--- src/rtl/zbuf_port_sched.sv ---
// Sample-buffer port scheduler: fills the single-port z buffer, then
// arbitrates full sequential read passes between fast and out consumers.
module zbuf_port_sched #(
  parameter int DEPTH = 128,
  parameter int AW    = 7,
  parameter int DW    = 26
) (
  input  logic            clk_zsched,
  input  logic            rst_zsched,
  input  logic            ld_valid,
  input  logic [DW-1:0]   ld_z1,
  input  logic [DW-1:0]   ld_z2,
  input  logic [DW-1:0]   ld_z3,
  input  logic [DW-1:0]   ld_z4,
  output logic            ld_ready,
  input  logic            ld_clear,
  output logic            buf_full,
  input  logic            fast_req,
  input  logic            out_req,
  output logic            fast_done,
  output logic            out_done,
  output logic            mem_en,
  output logic            mem_we,
  output logic [AW-1:0]   mem_addr,
  output logic [4*DW-1:0] mem_wdata,
  input  logic [4*DW-1:0] mem_rdata,
  output logic            rd_valid,
  output logic            rd_owner,
  output logic            rd_last,
  output logic [DW-1:0]   rd_z1,
  output logic [DW-1:0]   rd_z2,
  output logic [DW-1:0]   rd_z3,
  output logic [DW-1:0]   rd_z4
);

  localparam logic [1:0] S_FILL  = 2'd0;
  localparam logic [1:0] S_READY = 2'd1;
  localparam logic [1:0] S_PASS  = 2'd2;

  localparam logic [AW:0] LAST = (AW+1)'(DEPTH - 1);
  localparam logic [AW:0] FULL = (AW+1)'(DEPTH);

  logic [1:0]  state;
  logic [AW:0] count;
  logic [AW:0] idx;
  logic        fast_pend;
  logic        out_pend;
  logic        clr_pend;
  logic        last_owner;
  logic        cur_owner;

  logic is_fill;
  logic is_ready;
  logic is_pass;
  logic acc;
  logic last_issue;
  logic clr;
  logic do_clr;
  logic grant_out;
  logic grant_fast;

  // Handshake, arbitration and RAM port drive
  always_comb begin
    is_fill    = (state == S_FILL);
    is_ready   = (state == S_READY);
    is_pass    = (state == S_PASS);
    ld_ready   = is_fill && (count < FULL);
    acc        = ld_valid && ld_ready;
    last_issue = is_pass && (idx == LAST);
    clr        = ld_clear || clr_pend;
    do_clr     = clr && (!is_pass || last_issue);
    grant_out  = out_pend && (!fast_pend || !last_owner);
    grant_fast = fast_pend && !grant_out;
    mem_en     = acc || is_pass;
    mem_we     = acc;
    mem_addr   = is_pass ? idx[AW-1:0] : count[AW-1:0];
    mem_wdata  = {ld_z1, ld_z2, ld_z3, ld_z4};
    rd_z1      = mem_rdata[4*DW-1:3*DW];
    rd_z2      = mem_rdata[3*DW-1:2*DW];
    rd_z3      = mem_rdata[2*DW-1:DW];
    rd_z4      = mem_rdata[DW-1:0];
    fast_done  = rd_valid && rd_last && !rd_owner;
    out_done   = rd_valid && rd_last && rd_owner;
  end

  // Fill counter, pending flags and FILL/READY/PASS sequencing
  always_ff @(posedge clk_zsched) begin
    if (rst_zsched) begin
      state      <= S_FILL;
      count      <= '0;
      idx        <= '0;
      fast_pend  <= 1'b0;
      out_pend   <= 1'b0;
      clr_pend   <= 1'b0;
      last_owner <= 1'b1;
      cur_owner  <= 1'b0;
      buf_full   <= 1'b0;
    end else if (do_clr) begin
      state      <= S_FILL;
      count      <= '0;
      idx        <= idx + 1'b1;
      fast_pend  <= 1'b0;
      out_pend   <= 1'b0;
      clr_pend   <= 1'b0;
      buf_full   <= 1'b0;
    end else begin
      fast_pend <= fast_pend || fast_req;
      out_pend  <= out_pend || out_req;
      clr_pend  <= clr_pend || ld_clear;
      case (state)
        S_FILL: begin
          if (acc) begin
            count <= count + 1'b1;
            if (count == LAST) begin
              buf_full <= 1'b1;
              state    <= S_READY;
            end
          end
        end
        S_READY: begin
          if (grant_fast || grant_out) begin
            state      <= S_PASS;
            idx        <= '0;
            cur_owner  <= grant_out;
            last_owner <= grant_out;
            if (grant_out) out_pend <= 1'b0;
            else fast_pend <= 1'b0;
          end
        end
        S_PASS: begin
          idx <= idx + 1'b1;
          if (last_issue) state <= S_READY;
        end
        default: state <= S_FILL;
      endcase
    end
  end

  // Read-return tag stage, one cycle behind the issued address
  always_ff @(posedge clk_zsched) begin
    if (rst_zsched) begin
      rd_valid <= 1'b0;
      rd_owner <= 1'b0;
      rd_last  <= 1'b0;
    end else begin
      rd_valid <= is_pass;
      rd_owner <= is_pass && cur_owner;
      rd_last  <= last_issue;
    end
  end

  logic unused_ready;
  assign unused_ready = is_ready;

endmodule

--- config.mk ---
export PLATFORM = sky130hd
export DESIGN_NAME = zbuf_port_sched
export DESIGN_NICKNAME = d
export VERILOG_FILES = /design/src/rtl/zbuf_port_sched.sv
export SDC_FILE = /design/constraint.sdc
export NUM_CORES = 1
export LEC_CHECK = 0
export BUFFER_PORTS_ARGS = -buffer_cell sky130_fd_sc_hd__buf_4
export CORE_AREA = 2 2 170 172
export CTS_BUF_LIST = sky130_fd_sc_hd__clkbuf_8
export DETAILED_ROUTE_END_ITERATION = 10
export DIE_AREA = 0 0 172 174
export SETUP_SLACK_MARGIN = 0.15
export SLEW_MARGIN = 20
export SYNTH_ARGS = -nofsm -noshare
export SYNTH_HDL_FRONTEND = slang
export SYNTH_SLANG_ARGS = --single-unit
--- constraint.sdc ---
create_clock -name clk_zsched -period 3 [get_ports clk_zsched]
set_clock_uncertainty 0.2 [all_clocks]
set_input_delay 0.45 -clock clk_zsched [delete_from_list [all_inputs] [get_ports clk_zsched]]
set_output_delay 0.45 -clock clk_zsched [all_outputs]
set_load 0.1 [all_outputs]
==> metrics.md <==
| Metric | Value |
|---|---|
| Clock Latency Late Sink | `0.27 ns` |
| DRT Wirelength | `9721 um` |
| Post-synthesis register bit count | `27` |
| Root Buffer | `clkbuf_8` |
| Dpl hpwl | `8271 um` |
| Reg power frac | `0.562` |
| Max-Cap Viols | `0` |
| Synth warnings | `0` |
| Outcome | `finished clean` |
| Global Route Usage Sum | `0.06073` |
| DR iter-0 viols | `127` |
| Area leader, netlist | `buf_4` |
| CTS Buf Count | `3` |
| Pins Over Slew Limit | `0` |
| Cell mode on critical path | `nand2_1` |
| Leak | `0.6005 nW` |
| Final worst slack | `0.5521 ns` |
| Gate Count Post-Synth | `365` |
| Worst-path fanout max | `15` |
| Post-synthesis average cell area | `8.124 um2` |
| DIE AREA | `29930 um2` |
| WP data required | `2.35 ns` |
| Critical path startpoint category | `register` |
| DR vias | `1501` |
| Residual DRC count | `0` |
| Setup crit end kind | `primary output` |
| Hold WC Path Type | `primary input to register` |
| Tmin final | `2.448 ns` |
| FP Rows | `62` |
| CP arrival | `1.80 ns` |
| Fmax | `408.5 MHz` |
| IO buf count | `21` |
| Dominant synthesized flop cell | `dfxtp_1` |
| Worst-Margin Slew | `0.7210 ns` |
| CTS Sinks | `27` |
| Sequential share of the synthesized area | `0.1823` |
| RSZ-0062 raised after global routing | `false` |
| Final net count | `393` |
| Htree depth | `1` |
| Post_cts resized | `0` |
| Hold Buf Count CTS | `0` |
| Setup slack, reg-to-reg | `1.04 ns` |
| Slew Limit Headroom | `0.5183` |
| Clock Path Buffers | `2` |
| Pin count of the biggest net entering global routing | `16` |
| CP max stage delay | `0.59 ns` |
| Comb pwr share | `0.114` |
| Switch Pwr | `0.1839 mW` |
| Initial core utilization | `0.1050` |
| Core Region | `28240 um2` |
| Setup_tns | `0 ns` |
| Final Hold Vio Count | `0` |
| Net Sw Frac | `0.2763` |
| CP cell instances | `nand2b_1, nand2_1, nand2_1, buf_4` |
| Share of layout cells above drive strength 1 | `0.2841` |
| Drt pass-1 iters | `4` |
| RD Place Congestion | `0.6817` |
| Synth top area share | `0.5291` |
| Die Height | `174 um` |
| Final Setup Violations | `0` |
| Num ports | `438` |
| Initial antenna violation count | `0` |
| Async set-or-reset flop fraction in the synthesized netlist | `0` |
| Global-route wire length before repair | `12450 um` |
| IR drop worst, VDD | `164.9 uV` |
| Pre-CTS setup slack | `0.8201 ns` |
| EDFF count, synth | `0` |
| Power Density | `325.3 nW/um2` |
| Avg WL per Cell | `17.36 um` |
| CTS tree | `yes` |
| Vias in the first global route | `1498` |
| Remaining antenna violation count | `0` |
| Clock-pin transition on the worst setup and hold timing paths | `0.10 ns` |
| Top post-synthesis cells by area | `buf_4, dfxtp_1, nand2_1` |
| Die width | `172 um` |
| CP max-delay cell | `nand2b_1` |
| Syn_nets | `581` |
| Crit Path Category | `register to primary output` |
| Clock share of power | `0.324` |
| Syn Std Cell Area | `2965 um2` |
| Congestion Overflow GR | `0` |
| Layout area overhead | `-31.01%` |
| Internal power | `0.4817 mW` |
| Post-CTS Setup Repair Bufs | `0` |
| Vias per inst | `2.680` |
| Synth cell types | `46` |
| Final Cycle Share | `0.8160` |
| Ant. Diodes | `0` |
==> layout by cell type, fill, tap and decap left out, types with 2 or more instances in the layout <==
master / n
o21ai_0: 3
and3_1: 3
dfxtp_1: 27
a311oi_2: 2
ha_1: 2
nor2_1: 11
nor2_2: 3
nand4_1: 6
nand3_1: 4
xor2_1: 5
buf_4: 22
nor2_4: 8
a31oi_1: 2
clkbuf_8: 3
or2_2: 2
and2_1: 2
a311oi_1: 4
nand2_1: 30
nand2b_1: 2
a21oi_1: 10
==> power groups by stage <==
| stage | clock network, mW | registers (mW) | logic (mW) |
|---|---|---|---|
| global placement | 0 | 0.382 | 0.0765 |
| CTS | 0.225 | 0.374 | 0.0772 |
| detailed placement | 0 | 0.382 | 0.0770 |
| floorplan | 0 | 0.379 | 1.37 |
| global route | 0.240 | 0.375 | 0.0825 |
| finish | 0.216 | 0.374 | 0.0758 |
==> cell families (layout without fill, tap and decap cells) <==
group / after synthesis / in the layout / synth area share
fa+ha+maj: 2 / 2 / 0.008437
xor+xnor: 6 / 6 / 0.01772
compound gates: 31 / 31 / 0.08523
flops: 27 / 27 / 0.1823
mux: 1 / 1 / 0.003376
buf+inv: 216 / 27 / 0.5473
simple gates: 82 / 82 / 0.1557
==> per-layer routing <==
| layer | share of wire | track usage |
|---|---|---|
| met1 | 0.25 | 0.04696 |
| met2 | 0.44 | 0.08852 |
| met3 | 0.21 | 0.05123 |
| met4 | 0.10 | 0.06478 |
| met5 | 0 | 0 |
==> state kept, by name, indices dropped and copies added, names as in the netlist <==
register    cells
count           8
idx             8
state           2
buf_full        1
clr_pend        1
cur_owner       1
fast_pend       1
last_owner      1
out_pend        1
rd_last         1
rd_owner        1
rd_valid        1
==> worst max-delay path, delay by kind of cell, from the launching register on <==
| kind | cells | cell delay [ns] |
|---|---|---|
| flip-flops | 1 | 0.41 |
| buffers and inverters | 1 | 0.28 |
| AND/OR/NAND/NOR | 3 | 0.82 |
==> worst paths after layout <==
path	endpoint	cells after the start	startpoint
hold / removal	idx[2]	2	rst_zsched
setup / recovery	mem_addr[4]	4	state[0]
setup reg to reg	idx[4]	3	state[0]
hold reg to reg	buf_full	2	buf_full
==> synth_stat cells (2+ instances only) <==
cell and n:
buf_4 209, nand2_1 30, dfxtp_1 27, nor2_1 12, a21oi_1 10, nor2_4 8, nand4_1 6, xor2_1 5
a311oi_1 4, nand3_1 4, and3_1 3, buf_2 3, o21ai_0 3, a311oi_2 2, a31oi_1 2, and2_1 2
ha_1 2, nand2b_1 2, nor2_2 2, nor3_1 2, or2_2 2
==> per-stage QoR <==
step                cells  hold WS, ns  utilization  cell area, um2  power (mW)
finish                560       0.2520      0.07245            2046      0.6655
global route          560       0.2410      0.07245            2046      0.6981
CTS                   560       0.2459      0.07245            2046      0.6755
detailed placement    556       0.2399      0.07081            1999      0.4589
global placement      556       0.2394      0.07081            1999      0.4588
floorplan             365       0.2296            -            2973       1.750
==> layout make-up <==
| class | count | area (um2) |
|---|---|---|
| sequential | 27 | 540.5 |
| clock buffer | 3 | 41.29 |
| tap | 384 | 480.5 |
| inverter | 1 | 3.754 |
| fill | 3358 | 26190 |
| multi-input combinational | 122 | 809.5 |
| clock inverter | 1 | 5.005 |
| timing repair buffer | 22 | 165.2 |
Power figures use the tool's default switching activity.
